File: src/rtl/whack_game_ctrl.sv
// rtl/whack_game_ctrl.sv - whack-a-mole round sequencer: FSM, mole/gap timers, LFSR mole pick, scoring, score RAM write
module whack_game_ctrl #(
    parameter int TICKS_PER_MOLE = 50000000,
    parameter int GAP_TICKS      = 12500000,
    parameter int NUM_ROUNDS     = 16
) (
    input  logic       clk,
    input  logic       Reset,
    input  logic       start,
    input  logic [3:0] keys,
    output logic [2:0] state,
    output logic [3:0] mole,
    output logic [7:0] score,
    output logic [4:0] round,
    output logic       hit,
    output logic       miss,
    output logic       wren,
    output logic [4:0] address,
    output logic [7:0] wdata,
    output logic       game_over
);

    localparam logic [2:0] S_IDLE  = 3'b000;
    localparam logic [2:0] S_START = 3'b001;
    localparam logic [2:0] S_SHOW  = 3'b010;
    localparam logic [2:0] S_GAP   = 3'b011;
    localparam logic [2:0] S_SAVE  = 3'b110;
    localparam logic [2:0] S_DONE  = 3'b111;

    localparam logic [25:0] MOLE_LAST  = 26'(TICKS_PER_MOLE - 1);
    localparam logic [25:0] GAP_LAST   = 26'(GAP_TICKS - 1);
    localparam logic [4:0]  ROUNDS_END = 5'(NUM_ROUNDS);

    logic [2:0]  state_q, state_d;
    logic [25:0] tick_q, tick_d;
    logic [3:0]  mole_q, mole_d;
    logic [7:0]  score_q, score_d;
    logic [4:0]  round_q, round_d;
    logic        hit_q, hit_d;
    logic        miss_q, miss_d;
    logic        wren_q, wren_d;
    logic [4:0]  addr_q, addr_d;
    logic [7:0]  wdata_q, wdata_d;
    logic        over_q, over_d;
    logic [1:0]  prev_idx_q, prev_idx_d;
    logic [7:0]  lfsr_q;
    logic [3:0]  keys_q;

    logic [3:0]  kedge;
    logic [1:0]  next_idx;
    logic [4:0]  round_inc;

    // Only rising edges of the synchronised keys count as presses.
    assign kedge     = keys & ~keys_q;
    // Never show the same hole twice in a row: bump a repeated pick by one.
    assign next_idx  = (lfsr_q[1:0] == prev_idx_q) ? lfsr_q[1:0] + 2'd1 : lfsr_q[1:0];
    assign round_inc = round_q + 5'd1;

    // Key history and free-running LFSR (taps 8,6,5,4), seeded only by reset.
    always_ff @(posedge clk or posedge Reset) begin
        if (Reset) begin
            keys_q <= 4'd0;
            lfsr_q <= 8'h01;
        end else begin
            keys_q <= keys;
            lfsr_q <= {lfsr_q[6:0], lfsr_q[7] ^ lfsr_q[5] ^ lfsr_q[4] ^ lfsr_q[3]};
        end
    end

    // Round FSM: next-state, timers, hit/miss judgement and score bookkeeping.
    always_comb begin
        state_d    = state_q;
        tick_d     = tick_q;
        mole_d     = mole_q;
        score_d    = score_q;
        round_d    = round_q;
        hit_d      = 1'b0;
        miss_d     = 1'b0;
        wren_d     = 1'b0;
        addr_d     = addr_q;
        wdata_d    = wdata_q;
        over_d     = 1'b0;
        prev_idx_d = prev_idx_q;
        case (state_q)
            S_IDLE: begin
                if (start) begin
                    state_d = S_START;
                    score_d = 8'd0;
                    round_d = 5'd0;
                    tick_d  = 26'd0;
                end
            end
            S_START: begin
                mole_d     = 4'b0001 << next_idx;
                prev_idx_d = next_idx;
                tick_d     = 26'd0;
                state_d    = S_SHOW;
            end
            S_SHOW: begin
                tick_d = tick_q + 26'd1;
                if ((kedge & mole_q) != 4'd0) begin
                    hit_d   = 1'b1;
                    score_d = (score_q == 8'hFF) ? score_q : score_q + 8'd1;
                    mole_d  = 4'd0;
                    tick_d  = 26'd0;
                    state_d = S_GAP;
                end else if (kedge != 4'd0) begin
                    miss_d = 1'b1;
                end else if (tick_q >= MOLE_LAST) begin
                    // >= so a wrong key on the final tick delays the timeout by one cycle
                    miss_d  = 1'b1;
                    mole_d  = 4'd0;
                    tick_d  = 26'd0;
                    state_d = S_GAP;
                end
            end
            S_GAP: begin
                mole_d = 4'd0;
                if (tick_q >= GAP_LAST) begin
                    round_d = round_inc;
                    tick_d  = 26'd0;
                    if (round_inc == ROUNDS_END) begin
                        state_d = S_SAVE;
                        wren_d  = 1'b1;
                        wdata_d = score_q;
                    end else begin
                        mole_d     = 4'b0001 << next_idx;
                        prev_idx_d = next_idx;
                        state_d    = S_SHOW;
                    end
                end else begin
                    tick_d = tick_q + 26'd1;
                end
            end
            S_SAVE: begin
                addr_d  = addr_q + 5'd1;
                over_d  = 1'b1;
                state_d = S_DONE;
            end
            S_DONE: begin
                over_d = 1'b1;
                if (start) begin
                    over_d  = 1'b0;
                    score_d = 8'd0;
                    round_d = 5'd0;
                    tick_d  = 26'd0;
                    state_d = S_START;
                end
            end
            default: begin
                state_d = S_IDLE;
            end
        endcase
    end

    // FSM and output registers; reset clears everything, including a write in flight.
    always_ff @(posedge clk or posedge Reset) begin
        if (Reset) begin
            state_q    <= S_IDLE;
            tick_q     <= 26'd0;
            mole_q     <= 4'd0;
            score_q    <= 8'd0;
            round_q    <= 5'd0;
            hit_q      <= 1'b0;
            miss_q     <= 1'b0;
            wren_q     <= 1'b0;
            addr_q     <= 5'd0;
            wdata_q    <= 8'd0;
            over_q     <= 1'b0;
            prev_idx_q <= 2'd0;
        end else begin
            state_q    <= state_d;
            tick_q     <= tick_d;
            mole_q     <= mole_d;
            score_q    <= score_d;
            round_q    <= round_d;
            hit_q      <= hit_d;
            miss_q     <= miss_d;
            wren_q     <= wren_d;
            addr_q     <= addr_d;
            wdata_q    <= wdata_d;
            over_q     <= over_d;
            prev_idx_q <= prev_idx_d;
        end
    end

    assign state     = state_q;
    assign mole      = mole_q;
    assign score     = score_q;
    assign round     = round_q;
    assign hit       = hit_q;
    assign miss      = miss_q;
    assign wren      = wren_q;
    assign address   = addr_q;
    assign wdata     = wdata_q;
    assign game_over = over_q;

endmodule

File: config.mk
export PLATFORM = sky130hd
export DESIGN_NAME = whack_game_ctrl
export DESIGN_NICKNAME = d
export VERILOG_FILES = /design/src/rtl/whack_game_ctrl.sv
export SDC_FILE = /design/constraint.sdc
export NUM_CORES = 1
export LEC_CHECK = 0
export ABC_CLOCK_PERIOD_IN_PS = 7600
export BUFFER_PORTS_ARGS = -buffer_cell sky130_fd_sc_hd__buf_4
export CORE_MARGIN = 4
export CORE_UTILIZATION = 40
export DETAILED_ROUTE_END_ITERATION = 10
export GPL_TIMING_DRIVEN = 0
export MAX_ROUTING_LAYER = met4
export PLACE_DENSITY = 0.63
export SLEW_MARGIN = 20
export SYNTH_ARGS = -nofsm -noshare
export SYNTH_HDL_FRONTEND = slang
export SYNTH_SLANG_ARGS = --single-unit
File: constraint.sdc
create_clock -name clk -period 7.6 [get_ports clk]
set_clock_uncertainty 0.2 [all_clocks]
set_input_delay 1.52 -clock clk [delete_from_list [all_inputs] [get_ports clk]]
set_output_delay 1.52 -clock clk [all_outputs]
set_load 0.02 [all_outputs]
==> impl_results.md, run 1 <==
- Top layer in use: met4
- Sink Count: 77
- Crit path top cell by count: o21ai_0
- Area post-placement: 4440 um^2
- Endpoints failing setup: 0
- Cells after Synth: 396
- Gr ovfl total: 0
- H-tree Lvls: 3
- Hold slack: 0.158 ns
- Power per cell area: 262 nW/um^2
- Drt first pass iters: 5
- Critical path fanouts, max: 10
- Most common cell after layout, fill and taps aside: dfrtp_1
- Number of diodes: 0
- Worst-margin pin slew: 0.775 ns
- Max-slew headroom: 47.9%
- Hold Crit Class: reg2reg
- Simple-Gate Fraction of Synth Area: 23.2%
- Peak supply drop: 0.122 mV
- Static Leak: 2.11 nW
- Drt drc: 0
- Post-route setup slack: 4.61 ns
- Synth area leaders: dfrtp_1, nand2_1, nor2_1
- Mean post-synth cell area: 9.93 um^2
- FF-to-FF Start: tick_q[0]
- Area Overhead vs Synth: 19.0%
- Synth Area in Compound Gates: 14.1%
- CP Cell Sequence: buf_4, nand2b_1, o2111a_1, o21ai_0, nand3_1, clkbuf_1, o21ai_0, a32o_1
- CP max stage delay: 0.32 ns
- Fill cells: 865
- CTS Buf Count: 9
- Post-synth EDFFs: 0
- Worst path arrival time: 3.03 ns
- DIE AREA: 11,500 um^2
- Post-DRT Antenna Nets: 0
- Fin. Hold Viols: 0
- CP endpoint kind: flop
- Row count: 35
- Fmax: 335 MHz
- Max-cap violations: 0
- DR vias/cell: 5.27
- Mapped Area: 3930 um^2
- Root Driver: clkbuf_8
- Routed WL: 8430 um
- Final Non-Filler Cells: 585
- Clock Pin Slew Worst Setup and Hold Paths: 0.08 ns
- Status: complete, no violations
- Dominant synthesized flop cell: dfrtp_1
- Largest family of logic cells by synthesized area: simple AND/OR/NAND/NOR gates
- Post-synthesis xor/xnor area fraction: 4.90%
- Starting Density: 41.8%
- Crit path max-delay family: compound AO/OA/AOI/OAI gates
- Fin nets: 462
- Register-to-Register Setup Slack: 5.03 ns
- Final instance area: 4680 um^2
- Hpwl dp: 6070 um
- Total GRT Usage: 16.0%
- Net count after synthesis: 407
- Critical path class: in2reg
- Initial antenna violation count: 0
- Share of the synthesized area in the top cell type: 48.4%
- Final Cycle Share: 39.3%
- #FFs+latches synth: 77
- Clock Path Buffers: 2
- CP startpoint kind: input port
- DR WL/cell: 14.4 um
- Top Ports: 44
- Fraction of layout cells with a size suffix above 1: 20.2%
- Sequential area share after synthesis: 49.0%
- Drt initial violations: 176
- IO Port Bufs: 43
- Post-synthesis mux area share: 4.71%
- Largest net degree at the start of global routing: 40
- Met2 WL: 4070 um
- Crit-path slowest cell: clkbuf_1
- Vias: 3,083
- Most frequent cells in the layout: dfrtp_1, nand2_1, buf_4, nor2_1, nand3_1
- Critical path origin: keys[1]
- Ys Warns: 0
- Post-CTS setup buffers: 0
- Unique cell type count in the Yosys netlist: 60
- GPL Wtd Cong: 0.811
- Total negative slack: 0 ns
- Placed cell count: 569
- Area leader, netlist: dfrtp_1
- Fin crit period: 2.99 ns
- Number of global-route vias before repair: 3,067
- Hold buffer count at cts: 0
- Worst Path Required: 7.64 ns
- Clock latency at the later pin of the worst-skew pair: 0.35 ns
- Synthesized-area fraction occupied by adder cells: 1.27%
- Hold Startpoint: lfsr_q[2]
- RSZ-0062 raised after global routing: no
- Final Max Tran Viols: 0
- Wl on met1: 3980 um
- Die width: 107 um
- FFs w/ async S/R, synth: 100%
- Metal3 WL: 348 um
- Core box area: 9420 um^2
- Post_cts resized: 0
- Setup slack at placement: 4.24 ns
- First-pass GRT wire length: 14,600 um
- CTS tree: yes
- CP bufs+invs: 2
- Die Y: 107 um
## kinds of logic (layout without fill, tap and decap cells)
logic type | after synthesis | after routing
AO/OA/AOI/OAI | 78 | 78
XOR/XNOR | 22 | 22
adder cells (fa/ha/maj) | 4 | 4
buffers and inverters | 22 | 82
flip-flops | 77 | 77
multiplexers | 14 | 14
AND/OR/NAND/NOR | 179 | 179
## layer usage
metal  track usage (%)  up-vias
li1                  -     1535
met1              20.4     1489
met2              25.8       57
met3              3.79        2
met4              4.47        0
met5                 -        -
## flip-flops by register name (all words and copies together), names as in the netlist, named ones only
signal	flops
state	2
round	5
game_over	1
lfsr_q	8
hit	1
miss	1
tick_q	26
wdata	8
mole	4
score	8
address	5
keys_q	4
prev_idx_q	2
wren	1
## report_power, final
part           internal [mW]  switching (mW)
registers              0.450          0.0488
logic                  0.129           0.230
clock network          0.218           0.150
## worst paths after layout
path / to / depth (start not counted)
max: score[3] / 8
min: lfsr_q[3] / 0
max reg2reg: tick_q[21] / 8
min reg2reg: lfsr_q[3] / 0
max in group asynchronous: lfsr_q[0] / 3
min in group asynchronous: wdata[7] / 2
## synth_stat cells, drive strengths merged (3+ instances only)
master,count
a22oi,3
nor2,39
nand4,10
a21o,4
nand4b,3
clkbuf,4
nand3b,4
dfrtp,76
buf,7
mux2,12
a21oi,16
ha,4
nand2b,7
xor2,8
nand2,51
inv,11
nor3,14
nand3,23
or2,4
o31ai,5
o41ai,3
xnor2,14
nor2b,3
and4,6
o21ai,22
o21a,3
and3,5
o211ai,5
or3,4
## layout make-up
class / count / area [um^2] / area share, %
sequential: 77 / 1930 / 41.2
clock buffer: 10 / 128 / 2.73
clock inverter: 6 / 111 / 2.38
tap: 129 / 161 / 3.45
buffer: 11 / 68.8 / 1.47
inverter: 11 / 43.8 / 0.936
timing repair buffer: 44 / 343 / 7.33
multi-input combinational: 297 / 1890 / 40.5
## per-stage QoR
| step | total power, mW | utilization (%) |
|---|---|---|
| 2_1_floorplan | 0.748 | - |
| 3_3_place_gp | 0.859 | 46.9 |
| 3_5_place_dp | 0.867 | 47.1 |
| 4_1_cts | 1.24 | 49.7 |
| 5_1_grt | 1.30 | 49.7 |
| 6_report | 1.23 | 49.7 |
(Power assumes the default switching activity.)
==> run 2: changes to the inputs <==
- ABC_AREA: default -> 1
- ABC_CLOCK_PERIOD_IN_PS: 7600 -> 2910
- clock period: 7.6 -> 2.91 ns (I/O delays scaled with it)
==> impl_results.md, run 2 <==
- IO Port Bufs: 43 (unchanged)
- Endpoints failing setup: 0 (unchanged)
- Area Overhead vs Synth: 16.2% (was 19.0%)
- Final Max Tran Viols: 0 (unchanged)
- Post-synth EDFFs: 0 (unchanged)
- Mapped Area: 4340 um^2 (was 3930 um^2)
- CP max stage delay: 0.46 ns (was 0.32 ns)
- Clock latency at the later pin of the worst-skew pair: 0.36 ns (was 0.35 ns)
- Drt drc: 0 (unchanged)
- Clock Pin Slew Worst Setup and Hold Paths: 0.09 ns (was 0.08 ns)
- Hold buffer count at cts: 0 (unchanged)
- #FFs+latches synth: 77 (unchanged)
- Area leader, netlist: dfrtp_1 (unchanged)
- Area of the multi-input gates: 2000 um^2 (was 1890 um^2)
- Post-DRT Antenna Nets: 0 (unchanged)
- Most common cell in the netlist: nand2_1 (was dfrtp_1)
- Mean post-synth cell area: 7.25 um^2 (was 9.93 um^2)
- Status: complete, no violations (unchanged)
- Die width: 112 um (was 107 um)
- Synth area leaders: dfrtp_1, nand2_1, inv_1 (was dfrtp_1, nand2_1, nor2_1)
- Fin nets: 664 (was 462)
- Worst-margin pin slew: 0.675 ns (was 0.775 ns)
- Clock group share of total power: 34.4% (was 30.1%)
- Hold slack: 0.0142 ns (was 0.158 ns)
- Drt first pass iters: 5 (unchanged)
- Static Leak: 2.87 nW (was 2.11 nW)
- Vias: 3,778 (was 3,083)
- Post_cts resized: 0 (unchanged)
- Internal: 1.56 mW (was 797 uW)
- Most frequent cells in the layout: nand2_1, inv_1, dfrtp_1, nor2_1, nand3_1 (was dfrtp_1, nand2_1, buf_4, nor2_1, nand3_1)
- Worst path arrival time: 2.33 ns (was 3.03 ns)
- Unique cell type count in the Yosys netlist: 35 (was 60)
- Max-cap violations: 0 (unchanged)
- CP endpoint kind: flop (unchanged)
- Most common cell after layout, fill and taps aside: nand2_1 (was dfrtp_1)
- Final instance area: 5040 um^2 (was 4680 um^2)
- Ys Warns: 0 (unchanged)
- Starting Density: 41.4% (was 41.8%)
- Hold Crit Class: in2async (was reg2reg)
- CP Cell Sequence: ha_1, nand2_1, inv_1, nand3_1, nand2_1, nor2_1, nand3_1, buf_2, nand2_1, o21ai_1 (was buf_4, nand2b_1, o2111a_1, o21ai_0, nand3_1, clkbuf_1, o21ai_0, a32o_1)
- DIE AREA: 12,600 um^2 (was 11,500 um^2)
- Fraction of layout cells with a size suffix above 1: 14.1% (was 20.2%)
- Critical path origin: round[0] (was keys[1])
- Initial antenna violation count: 0 (unchanged)
- GPL Wtd Cong: 0.881 (was 0.811)
- Gr ovfl total: 0 (unchanged)
- Power share of the sequential group: 53.2% (was 40.6%)
- Routed WL: 9700 um (was 8430 um)
- Crit-path slowest cell: dfrtp_1 (was clkbuf_1)
- DR vias/cell: 4.76 (was 5.27)
- Register Area: 1930 um^2 (unchanged)
- P_sw: 678 uW (was 430 uW)
- Fill cells: 1,083 (was 865)
- Total GRT Usage: 16.7% (was 16.0%)
- Top Ports: 44 (unchanged)
- Drt initial violations: 235 (was 176)
- Sink Count: 77 (unchanged)
- Fin. Hold Viols: 0 (unchanged)
- Number of global-route vias before repair: 3,598 (was 3,067)
- Sequential area share after synthesis: 44.5% (was 49.0%)
- Register-to-Register Setup Slack: 0.64 ns (was 5.03 ns)
- Area post-placement: 4860 um^2 (was 4440 um^2)
- DR WL/cell: 12.2 um (was 14.4 um)
- H-tree Lvls: 3 (unchanged)
- Row count: 37 (was 35)
- Number of diodes: 0 (unchanged)
- FF-to-FF Start: round[0] (was tick_q[0])
- Final Cycle Share: 78.1%
- Root Driver: clkbuf_8 (unchanged)
- Crit path top cell by count: nand2_1 (was o21ai_0)
- Max-slew headroom: 54.6% (was 47.9%)
- CTS tree: yes (unchanged)
- Die Y: 112 um (was 107 um)
- CTS Buf Count: 9 (unchanged)
- Sw frac: 30.3% (was 35.0%)
- Cells after Synth: 598 (was 396)
- Core box area: 10,500 um^2 (was 9420 um^2)
- Top post-synthesis cells by count: nand2_1, inv_1, dfrtp_1 (was dfrtp_1, nand2_1, nor2_1)
- CP startpoint kind: flop (was input port)
- First-pass GRT wire length: 17,000 um (was 14,600 um)
- Hpwl dp: 7300 um (was 6070 um)
- Most flops, register: tick_q (unchanged)
- FFs w/ async S/R, synth: 100% (unchanged)
- Critical path fanouts, max: 10 (unchanged)
- Post-CTS setup buffers: 0 (unchanged)
- RSZ-0062 raised after global routing: no (unchanged)
- Net count after synthesis: 609 (was 407)
- Critical path class: reg2reg (was in2reg)
- Combinational power share: 12.3% (was 29.3%)
- Fin crit period: 2.27 ns
- Clock Path Buffers: 2 (unchanged)
- Fmax: 440 MHz
- Dominant synthesized flop cell: dfrtp_1 (unchanged)
- Worst Path Required: 2.97 ns (was 7.64 ns)
- Largest net degree at the start of global routing: 50 (was 40)
- Max reg flops: 26 (unchanged)
- Power per cell area: 445 nW/um^2 (was 262 nW/um^2)
- Share of the synthesized area in the top cell type: 43.9% (was 48.4%)
- Peak supply drop: 0.266 mV (was 0.122 mV)
-- run 2: path summary, 6_finish.rpt --
path | endpoint | cells after the start
worst max-delay path | wdata[0] | 10
worst max register to register | wdata[0] | 10
max in group asynchronous | lfsr_q[0] | 3
worst min-delay path | tick_q[9] | 2
min in group clk | keys_q[1] | 1
worst min register to register | lfsr_q[7] | 0
-- run 2: area by class of cell --
class	instances	share of cell area [%]
Clock buffer	9	2.46
Tap cell	136	3.38
Timing Repair Buffer	44	6.95
Buffer	6	0.943
Clock inverter	7	1.14
Sequential cell	77	38.3
Inverter	96	7.20
Multi-Input combinational cell	419	39.7
-- run 2: critical path, delay by kind of cell, from the launching register on --
family,cells,cell delay [ns]
adders and majority gates,1,0.24
AOI/OAI and AO/OA,1,0.05
DFF,1,0.46
and+or+nand+nor,6,0.92
buffers and inverters,2,0.29
-- run 2: power by group through the flow --
| stage | clock (mW) | sequential, mW | combinational [mW] |
|---|---|---|---|
| 2_1_floorplan | 0 | 1.20 | 0.221 |
| 3_3_place_gp | 0 | 1.21 | 0.267 |
| 3_5_place_dp | 0 | 1.21 | 0.279 |
| 4_1_cts | 0.795 | 1.19 | 0.282 |
| 5_1_grt | 0.838 | 1.20 | 0.329 |
| 6_report | 0.772 | 1.19 | 0.277 |
-- run 2: cells by family after synthesis --
logic type | after synthesis | synth area share (%)
AOI/OAI and AO/OA | 34 | 4.33
and+or+nand+nor | 357 | 35.8
xor gates and xnor gates | 24 | 4.85
buffers and inverters | 102 | 9.41
DFF | 77 | 44.5
adders and majority gates | 4 | 1.15
-- run 2: routing by layer --
layer	track usage (%)	wire length [um]
met3	3.07	392
met5	-	0
met2	26.8	4590
met1	21.7	4580
met4	4.73	138
-- run 2: metrics by stage --
stage	cells	setup WS (ns)	power (mW)	utilization (%)	TNS (ns)
after floorplan	598	0.163	1.42	-	0
after global placement	777	-0.915	1.48	46.1	-69.43
after detailed placement	778	0.615	1.49	46.4	0
after CTS	794	0.601	2.27	48.2	0
after global routing	794	0.348	2.37	48.2	0
final	794	0.637	2.24	48.2	0
